$ cat src/rtl/gate_sweep_pkg.sv
// gate_sweep_pkg: opcodes, golden truth tables and FSM states shared by the gate sweep sequencer.
package gate_sweep_pkg;
   localparam int NUM_OPS = 7;
   typedef enum logic [2:0] {OP_AND, OP_OR, OP_NOT, OP_NAND, OP_NOR, OP_XOR, OP_XNOR} gate_op_e;
   // bit i of each entry is the expected Y for {A,B} = i
   localparam logic [3:0] GOLDEN [NUM_OPS] = '{4'b1000, 4'b1110, 4'b0011, 4'b0111, 4'b0001, 4'b0110, 4'b1001};
   typedef enum logic [1:0] {S_IDLE, S_APPLY, S_EMIT, S_DONE} state_e;
endpackage

$ cat src/rtl/next_op_find.sv
// next_op_find: lowest enabled opcode above cur_i (or the lowest overall when first_i is set).
module next_op_find
   import gate_sweep_pkg::*;
(
   input  logic [NUM_OPS-1:0] mask_i,
   input  logic [2:0]         cur_i,
   input  logic               first_i,
   output logic [2:0]         nxt_o,
   output logic               found_o
);
   always_comb begin
      nxt_o = '0;
      found_o = 1'b0;
      for (int i = NUM_OPS - 1; i >= 0; i--)
         if (mask_i[i] && (first_i || 3'(i) > cur_i)) begin
            nxt_o = 3'(i);
            found_o = 1'b1;
         end
   end
endmodule

$ cat src/rtl/gate_sweep_ctrl.sv
// gate_sweep_ctrl: walks enabled gate opcodes through all four input vectors and checks each truth table.
module gate_sweep_ctrl
   import gate_sweep_pkg::*;
#(
   parameter int SETTLE = 1,
   parameter int OPW    = 3
) (
   input  logic               clk,
   input  logic               rst,
   input  logic               start,
   input  logic [NUM_OPS-1:0] op_mask,
   output logic               A,
   output logic               B,
   output logic [OPW-1:0]     OP,
   input  logic               Y,
   output logic               busy,
   output logic               tt_valid,
   output logic [OPW-1:0]     tt_op,
   output logic [3:0]         tt_data,
   output logic               tt_err,
   output logic [NUM_OPS-1:0] fail_mask,
   output logic               done,
   output logic               pass
);
   state_e state_q, state_d;
   logic [NUM_OPS-1:0] mask_q, fail_q;
   logic [2:0] op_q, tt_op_q, nxt;
   logic [1:0] vec_q;
   logic [3:0] cnt_q, tt_q;
   logic [2:0] sh_q;
   logic found, accept, smp, last, err;
   assign accept = state_q == S_IDLE && start;
   assign smp = state_q == S_APPLY && cnt_q == 4'(SETTLE);
   assign last = smp && vec_q == 2'd3;
   assign err = tt_q != GOLDEN[tt_op_q];
   // in IDLE the search runs on the live op_mask so the first opcode is known at the start edge
   next_op_find u_find (
      .mask_i (state_q == S_IDLE ? op_mask : mask_q),
      .cur_i  (op_q),
      .first_i(state_q == S_IDLE),
      .nxt_o  (nxt),
      .found_o(found)
   );
   always_ff @(posedge clk or posedge rst)
      if (rst) state_q <= S_IDLE;
      else state_q <= state_d;
   always_comb begin
      state_d = state_q == S_IDLE  ? (start ? (found ? S_APPLY : S_DONE) : S_IDLE)
              : state_q == S_APPLY ? (last ? S_EMIT : S_APPLY)
              : state_q == S_EMIT  ? (found ? S_APPLY : S_DONE)
              : S_IDLE;
   end
   always_comb begin
      busy = state_q == S_APPLY || state_q == S_EMIT;
      A = busy & vec_q[1];
      B = busy & vec_q[0];
      OP = busy ? OPW'(op_q) : '0;
      tt_valid = state_q == S_EMIT;
      tt_op = OPW'(tt_op_q);
      tt_data = tt_q;
      tt_err = tt_valid && err;
      fail_mask = fail_q;
      done = state_q == S_DONE;
      pass = done && fail_q == '0;
   end
   always_ff @(posedge clk or posedge rst)
      if (rst) begin
         mask_q <= '0;
         fail_q <= '0;
         op_q <= '0;
         tt_op_q <= '0;
         vec_q <= '0;
         cnt_q <= '0;
         sh_q <= '0;
         tt_q <= '0;
      end else begin
         if (accept) begin
            mask_q <= op_mask;
            fail_q <= '0;
         end
         if ((accept || state_q == S_EMIT) && found) op_q <= nxt;
         cnt_q <= (smp || state_q != S_APPLY) ? 4'd0 : cnt_q + 4'd1;
         if (smp) begin
            vec_q <= vec_q + 2'd1;
            sh_q <= {Y, sh_q[2:1]};
         end
         if (last) begin
            tt_q <= {Y, sh_q};
            tt_op_q <= op_q;
         end
         if (state_q == S_EMIT && err) fail_q[tt_op_q] <= 1'b1;
      end
endmodule

$ cat config.mk
export PLATFORM = sky130hd
export DESIGN_NAME = gate_sweep_ctrl
export DESIGN_NICKNAME = d
export VERILOG_FILES = /design/src/rtl/gate_sweep_pkg.sv /design/src/rtl/next_op_find.sv /design/src/rtl/gate_sweep_ctrl.sv
export SDC_FILE = /design/constraint.sdc
export NUM_CORES = 1
export LEC_CHECK = 0
export ABC_AREA = 1
export BUFFER_PORTS_ARGS = -buffer_cell sky130_fd_sc_hd__buf_2
export CORE_MARGIN = 2
export CORE_UTILIZATION = 35
export DETAILED_ROUTE_END_ITERATION = 8
export PLACE_DENSITY = 0.63
export SYNTH_ARGS = -nofsm -noshare
export SYNTH_HDL_FRONTEND = slang
export SYNTH_SLANG_ARGS = --single-unit
$ cat constraint.sdc
create_clock -name clk -period 2.06 [get_ports clk]
set_input_delay 0.412 -clock clk [delete_from_list [all_inputs] [get_ports clk]]
set_output_delay 0.412 -clock clk [all_outputs]
set_load 0.02 [all_outputs]
==> impl_metrics.ini, run 1 <==
[cts]
clockBufferDepth = 2
clkLatencyLatePin_ns = 0.29
cts_made_buffers = 5
clkSinkCount = 35
cts_root_buf = clkbuf_8
path_clk_slew_ns = 0.07
ctsHoldBuffers = 0
cts_tree = built
cts-htree-levels = 2

[floorplan]
die_w_microns = 81.0
fp.coreArea_sq_mm = 0.00582
row_count = 28
ios = 35
die_height_microns = 81.0
die_area_sq_mm = 0.00656
start_util_pct = 35.7

[synthesis]
synth_cell_types = 31
ys_seq_area_share_pct = 42.2
syn_avg_cell_area_sq_um = 8.33
netlist_instances = 249
ys_warn_count = 0
synthTopCellsByArea = dfrtp_1 (42%), nand2_1 (13%), ha_1 (7.2%), inv_1 (6.0%), nand2_4 (3.3%)
synth_top_cell_by_area = dfrtp_1
synth_seq_cells = 35
synth_nets = 272
synth_top_cell_area_share_pct = 42.2
syn_area_sq_mm = 0.00207

[route]
vias = 1672
drc = 0
drt-initial-drc-count = 82
wl_per_cell_microns = 11.5
dr.pass1.iters = 4
totalWireLength_microns = 4230
via_per_inst = 4.56
postRouteAntennaNets = 0

[placement]
dp.cells = 356
place_hpwl_microns = 3140
io_buffers = 34
gp_congestion = 0.815

[setup_path]
crit_chain = buf_4 -> o21ai_2 -> xor2_1 -> nand4_1 -> and2_1 -> buf_2
critPathMaxFanout = 6
slowest_stage = dfrtp_2
start_kind = register
cpPeakStageDelay_ns = 0.41
critPathCaptureType = output pin
worstPathArrival_ns = 1.58
cp.required_ns = 1.65
critPathKind = register to output pin

[grt]
grt_pass1_wl_microns = 7020
overflow = 0
grt_usage_pct = 14.1
grt_pass1_vias = 1597
antenna_found_initial = 0
grt_max_degree = 36

[sta]
setup_viol = 0
finalCritPeriodShare_pct = 96.8
worstMarginPinSlew_ns = 0.458
relSlewSlack_pct = 69.5
maxSlewViolCount = 0
fmax_ghz = 0.502
fin_skew_ns = 0.00378
fin_crit_ns = 1.99
rsz0062_at_grt = yes
tns_ns = 0
whs_ns = 0.217
hold_viol = 0

[final_layout]
fin_nets = 314
nFillCells = 621
area_delta_synth_final_pct = 18.5
fin_cells = 367
ff_latch_area_sq_um = 878
multiInputGateArea_sq_mm = 0.00101
drive_above_1_share_pct = 27.1
final_core_util_pct = 42.3
diodes = 0

[pwr]
powerDensity_mw_per_mm2 = 1480
p_leak_nw = 1.36
peakVddDrop_uv = 590
totalPowerFinal_mw = 3.65

[min_path]
hold_class = primary input to asynchronous set/reset pin

[job]
cap_violations = 0

[status]
status = complete, no violations
[final timing paths]
| check | startpoint | end | slack (ns) | depth (start not counted) |
|---|---|---|---|---|
| worst max-delay path | tt_op[1] | tt_err | 0.07 | 6 |
| worst min-delay path | rst | mask_q[1] | 0.22 | 3 |
| worst max register to register | state_q[0] | op_q[1] | 0.30 | 11 |
| worst min register to register | sh_q[0] | sh_q[0] | 0.48 | 2 |
| max in group asynchronous | rst | tt_op[0] | 1.49 | 3 |
| min in group clk | op_mask[4] | mask_q[4] | 0.33 | 3 |
[state kept, by name, indices dropped and copies added, names as in the netlist]
register   count
cnt_q          4
fail_mask      7
mask_q         7
op_q           3
sh_q           3
state_q        2
tt_data        4
tt_op          3
vec_q          2
[cells in the final DEF, fill, tap and decap left out, types with 6 or more instances in the layout]
cell type	netlist	final
buf_2	3	34
buf_4	0	9
clkbuf_8	0	7
dfrtp_1	35	33
ha_1	12	11
inv_1	33	32
nand2_1	72	72
nand2_4	6	6
nand3_1	13	13
nor2_1	12	12
o21ai_0	8	8
o21ai_1	12	11
[cells by family after synthesis]
logic type | count (synthesis) | share of synthesized area (%)
muxes | 2 | 1.09
buffers and inverters | 43 | 9.35
and+or+nand+nor | 124 | 30.2
AOI/OAI and AO/OA | 26 | 7.00
DFF | 35 | 42.2
xor gates and xnor gates | 7 | 2.96
adders and majority gates | 12 | 7.24
[power by group]
part	switching (mW)	leakage [nW]	internal [mW]
Clock	0.239	0.0515	0.305
Sequential	0.240	0.445	0.937
Combinational	1.19	0.862	0.733
Total	1.67	1.36	1.98
[stage by stage]
| stage | cell area (sq um) | setup slack (ns) |
|---|---|---|
| global route | 2460 | -0.0331 |
| finish | 2460 | 0.0664 |
| global placement | 2330 | 0.222 |
| detailed placement | 2330 | 0.183 |
| CTS | 2440 | 0.0422 |
| floorplan | 2070 | 0.0675 |
[layer usage]
layer  track usage, %  vias to the layer above  wire, microns
met4             5.42                        0             59
met1             18.1                      778           2030
met2             22.4                       27           1950
met5                0                        -              0
met3             4.11                        6            186
li1                 -                      861              -
[Yosys cell counts]
cell / n
mux2_1: 2
nand3_2: 2
nor3_1: 1
xor2_1: 4
nor2_1: 12
nand2_4: 6
inv_6: 1
nand4_1: 2
nand3b_1: 3
nor2_4: 2
nand3_4: 2
and3_1: 1
clkbuf_1: 3
nand3_1: 13
o21ai_2: 4
and2_1: 1
nand2_1: 72
xnor2_1: 3
buf_2: 3
a21oi_1: 2
inv_1: 33
nand2_2: 5
inv_2: 1
nor4_1: 1
dfrtp_1: 35
nor3_2: 1
ha_1: 12
buf_6: 1
o21ai_0: 8
buf_12: 1
o21ai_1: 12
[area by class of cell]
class                           instances  share of cell area [%]
Multi-Input combinational cell        171                    41.1
Clock buffer                            8                    4.07
Timing Repair Buffer                   43                    9.67
Tap cell                               75                    3.82
Inverter                               35                    5.55
Sequential cell                        35                    35.7
[critical path, delay by kind of cell (launching register included)]
kind,cells,cell delay [ns]
flip-flops,1,0.41
XOR/XNOR,1,0.16
buffers and inverters,2,0.31
AND/OR/NAND/NOR,2,0.27
AO/OA/AOI/OAI,1,0.15
[repair_timing]
action | in CTS | in global routing
endpoints found under the setup margin | 1 | 3
pin swaps | 0 | 1
hold endpoints to repair | 0 | 0
buffers inserted | 2 | 1
resized for setup | 1 | 4
No activity file was read; power rests on OpenSTA's default activity.
==> run 2: changes to the inputs <==
--- a/config.mk
+++ b/config.mk
@@ -11,6 +11,7 @@
 export CORE_UTILIZATION = 35
 export DETAILED_ROUTE_END_ITERATION = 8
 export PLACE_DENSITY = 0.63
+export RECOVER_POWER = 50
 export SYNTH_ARGS = -nofsm -noshare
 export SYNTH_HDL_FRONTEND = slang
 export SYNTH_SLANG_ARGS = --single-unit
==> impl_metrics.ini, run 2 (synthesized netlist as in run 1, its figures left out) <==
[route]
vias = 1695
totalWireLength_microns = 4250
wl_per_cell_microns = 11.6
dr.pass1.iters = 5
via_per_inst = 4.62
postRouteAntennaNets = 0
drc = 0
drt-initial-drc-count = 63

[grt]
grt_pass1_vias = 1597
antenna_found_initial = 0
grt_max_degree = 36
grt_pass1_wl_microns = 7020
grt_usage_pct = 14.1
overflow = 0

[cts]
path_clk_slew_ns = 0.07
cts_tree = built
clkLatencyLatePin_ns = 0.28
cts_root_buf = clkbuf_8
cts_made_buffers = 5
clkSinkCount = 35
clockBufferDepth = 2
ctsHoldBuffers = 0
cts-htree-levels = 2

[setup_path]
reg2reg_slack_ns = 0.28
worstPathArrival_ns = 1.58
rr_worst_depth = 6
cp.required_ns = 1.65
critPathCaptureType = output pin
r2r-start = cnt_q[1]
critPathMaxFanout = 6
critPathKind = register to output pin
r2r-end = tt_data[0]
start_kind = register

[placement]
io_buffers = 34
gp_congestion = 0.815
place_hpwl_microns = 3140
preCtsSetupSlack_ns = 0.183

[min_path]
whs_path_depth = 3
worstHoldStart = op_mask[4]
whs_endpoint = mask_q[4]
hold_class = primary input to register

[floorplan]
start_util_pct = 35.7
die_w_microns = 81.0
die_height_microns = 81.0
row_count = 28
die_area_sq_mm = 0.00656
fp.coreArea_sq_mm = 0.00582
ios = 35

[sta]
relSlewSlack_pct = 40.2
maxSlewViolCount = 0
setup_viol = 0
hold_viol = 0
rsz0062_at_grt = yes
fin_crit_ns = 1.99
fin_ws_ns = 0.0703
fmax_ghz = 0.503
fin_skew_ns = 0.00409
finalCritPeriodShare_pct = 96.6
worstMarginPinSlew_ns = 0.896
whs_ns = 0.335

[final_layout]
nFillCells = 624
diodes = 0
final_core_util_pct = 42.0
drive_above_1_share_pct = 24.7
area_delta_synth_final_pct = 17.7
final_common_cell = nand2_1
final_cell_mix = nand2_1 (72), dfrtp_1 (33), inv_1 (32)
fin_nets = 314

[job]
cap_violations = 0

[pwr]
totalPowerFinal_mw = 3.63
powerDensity_mw_per_mm2 = 1490
p_leak_nw = 1.33
peakVddDrop_uv = 592

[status]
status = complete, no violations
## run 2: timing repair
item / CTS / global route
gates resized for setup: 1 / 4
setup endpoints to repair: 1 / 3
pin swaps: 0 / 1
setup buffers: 2 / 1
gates cloned: 0 / 0
## run 2: how the worst max path moves through the flow
stage | slack [ns] | to | start | depth (start not counted)
after floorplan | 0.07 | tt_err | tt_op[1] | 5
after global placement | 0.22 | op_q[1] | state_q[0] | 11
final | 0.07 | tt_err | tt_op[1] | 6
after detailed placement | 0.18 | op_q[1] | state_q[0] | 11
after global routing | -0.03 | tt_err | tt_op[1] | 7
after CTS | 0.04 | tt_err | tt_op[1] | 6
## run 2: layout make-up
class / count / area (sq um) / share of cell area (%)
clock buffers: 8 / 100 / 4.10
inverters: 35 / 136 / 5.58
multi-input cells: 171 / 1010 / 41.2
flip-flops and latches: 35 / 878 / 36.0
well taps: 75 / 93.8 / 3.84
repair buffers: 43 / 228 / 9.32
## run 2: critical path, cell delays in order (launching register included)
cell	delay [ns]
dfrtp_2	0.41
buf_4	0.16
o21ai_2	0.15
xor2_1	0.16
nand4_1	0.12
and2_1	0.15
buf_2	0.15
## run 2: routing by layer
metal,track usage [%],up-vias,wire [microns]
met5,0,-,0
li1,-,861,-
met1,18.1,794,2010
met4,5.42,0,51
met3,4.11,4,215
met2,22.4,36,1970
## run 2: report_power, final
group          internal [mW]  switching (mW)
clock network          0.305           0.236
logic                  0.724            1.19
registers              0.937           0.240
total                   1.97            1.67
## run 2: stage by stage
stage	area (sq um)	cells	setup TNS (ns)
after floorplan	2070	249	0
after global placement	2330	356	0
after detailed placement	2330	356	0
after CTS	2440	366	0
after global routing	2440	367	-0.0331
final	2440	367	0
==> run 3: changes to the inputs <==
--- a/config.mk
+++ b/config.mk
@@ -7,6 +7,7 @@
 export LEC_CHECK = 0
 export ABC_AREA = 1
 export BUFFER_PORTS_ARGS = -buffer_cell sky130_fd_sc_hd__buf_2
+export CORE_ASPECT_RATIO = 1.5
 export CORE_MARGIN = 2
 export CORE_UTILIZATION = 35
 export DETAILED_ROUTE_END_ITERATION = 8
==> impl_metrics.ini, run 3 (synthesized netlist as in run 1, its figures left out) <==
[pwr]
power_switching_mw = 1.71
totalPowerFinal_mw = 3.79
p_int_mw = 2.07
pwr-share-comb_pct = 52.6
peakVddDrop_uv = 669
clkPwrFrac_pct = 16.6
p_leak_nw = 1.35
swShare_pct = 45.3
seq_power_share_pct = 30.7
powerDensity_mw_per_mm2 = 1520

[route]
vias = 1652
drt-initial-drc-count = 63
via_per_inst = 4.51
dr.pass1.iters = 4
totalWireLength_microns = 4120
postRouteAntennaNets = 0
drc = 0
wl_per_cell_microns = 11.3

[setup_path]
rr_worst_depth = 11
critPathMaxFanout = 4
path_buf_inv = 2
crit_chain = buf_6 -> o21ai_2 -> xor2_1 -> nand4_1 -> and2_1 -> buf_6
critPathCaptureType = output pin
crit_path_frequent_cell = buf_6
r2r-end = op_q[1]
reg2reg_slack_ns = 0.23
worstPathArrival_ns = 1.53
cp.required_ns = 1.65
start_kind = register
path_delay_family = flip-flops
r2r-start = state_q[0]
slowest_stage = dfrtp_1
critPathKind = register to output pin
cpPeakStageDelay_ns = 0.41

[sta]
finalCritPeriodShare_pct = 94.4
tns_ns = 0
whs_ns = 0.331
relSlewSlack_pct = 41.6
hold_viol = 0
setup_viol = 0
fin_skew_ns = 0.00883
fmax_ghz = 0.514
worstMarginPinSlew_ns = 0.876
maxSlewViolCount = 0
fin_crit_ns = 1.94

[status]
status = complete, no violations

[cts]
clkLatencyLatePin_ns = 0.29
cts_tree = built
cts_made_buffers = 5
clockBufferDepth = 2
path_clk_slew_ns = 0.08
cts-htree-levels = 2
cts_root_buf = clkbuf_8
clkSinkCount = 35

[min_path]
whs_endpoint = mask_q[4]
hold_class = primary input to register
worstHoldStart = op_mask[4]
whs_path_depth = 3

[grt]
grt_pass1_vias = 1592
grt_pass1_wl_microns = 6970
overflow = 0
grt_max_degree = 36
antenna_found_initial = 0
grt_usage_pct = 13.8

[placement]
dp.cells = 354
gp_congestion = 0.789
io_buffers = 34
place_hpwl_microns = 3090

[job]
cap_violations = 0

[floorplan]
die_area_sq_mm = 0.00657
start_util_pct = 35.9
row_count = 34
fp.coreArea_sq_mm = 0.00579
die_height_microns = 98.3
die_w_microns = 66.9
ios = 35

[final_layout]
fin_cells = 366
drive_above_1_share_pct = 25.2
final_core_util_pct = 43.2
area_delta_synth_final_pct = 20.4
final_cell_mix = nand2_1 (71), dfrtp_1 (35), inv_1 (31)
final_common_cell = nand2_1
fin_nets = 316
diodes = 0
[run 3: cell types whose count changed in the layout (fill, tap and decap cells not counted), sizes merged]
cell	delta
inv	+1
clkbuf	-2
bufinv	+1
buf	+1
clkinv	+1
[run 3: final cells by class]
| class | instances | area (sq um) |
|---|---|---|
| timing repair buffer | 45 | 255 |
| fill | 609 | 3290 |
| clock inverter | 3 | 47.5 |
| clock buffer | 5 | 68.8 |
| tap | 72 | 90.1 |
| multi-input combinational | 171 | 1020 |
| inverter | 35 | 136 |
| sequential | 35 | 876 |
[run 3: metal layers]
layer | wire length (microns) | GRT usage [%] | up-vias | part of all wire (%)
li1 | - | - | 867 | -
met1 | 1740 | 15.7 | 757 | 42
met2 | 2180 | 24.0 | 22 | 53
met3 | 130 | 3.23 | 6 | 3.2
met4 | 73 | 5.65 | 0 | 1.8
met5 | 0 | 0 | - | 0
[run 3: tightest hold or removal path, cell delays in order]
cell and delay, ns:
buf_2 0.09, nand2_1 0.05, nand2_1 0.05
[run 3: power by group through the flow]
| stage | sequential (mW) | clock, mW | combinational [mW] |
|---|---|---|---|
| after global routing | 1.20 | 0.687 | 2.26 |
| final | 1.16 | 0.630 | 1.99 |
| after detailed placement | 1.18 | 0 | 1.91 |
| after global placement | 1.17 | 0 | 1.88 |
| after CTS | 1.16 | 0.651 | 1.93 |
| after floorplan | 1.19 | 0 | 1.49 |
[run 3: worst max path at each step]
stage | endpoint | cells past startpoint | startpoint | slack [ns]
final | tt_err | 6 | tt_op[1] | 0.12
after CTS | tt_err | 6 | tt_op[1] | 0.05
after floorplan | tt_err | 5 | tt_op[1] | 0.07
after global placement | tt_err | 6 | tt_op[1] | 0.27
after global routing | tt_err | 6 | tt_op[1] | -0.03
after detailed placement | op_q[1] | 11 | state_q[0] | 0.25
[run 3: repair_timing]
action,in CTS,in global routing
gates resized for setup,0,10
hold buffers,0,0
pin swaps,0,4
setup endpoints to repair,1,1
setup buffers,1,3
[run 3: stage by stage]
| stage | area, sq um | setup WS (ns) |
|---|---|---|
| 6_report | 2500 | 0.116 |
| 5_1_grt | 2500 | -0.0345 |
| 4_1_cts | 2450 | 0.0493 |
| 3_5_place_dp | 2330 | 0.246 |
| 3_3_place_gp | 2330 | 0.272 |
| 2_1_floorplan | 2070 | 0.0675 |
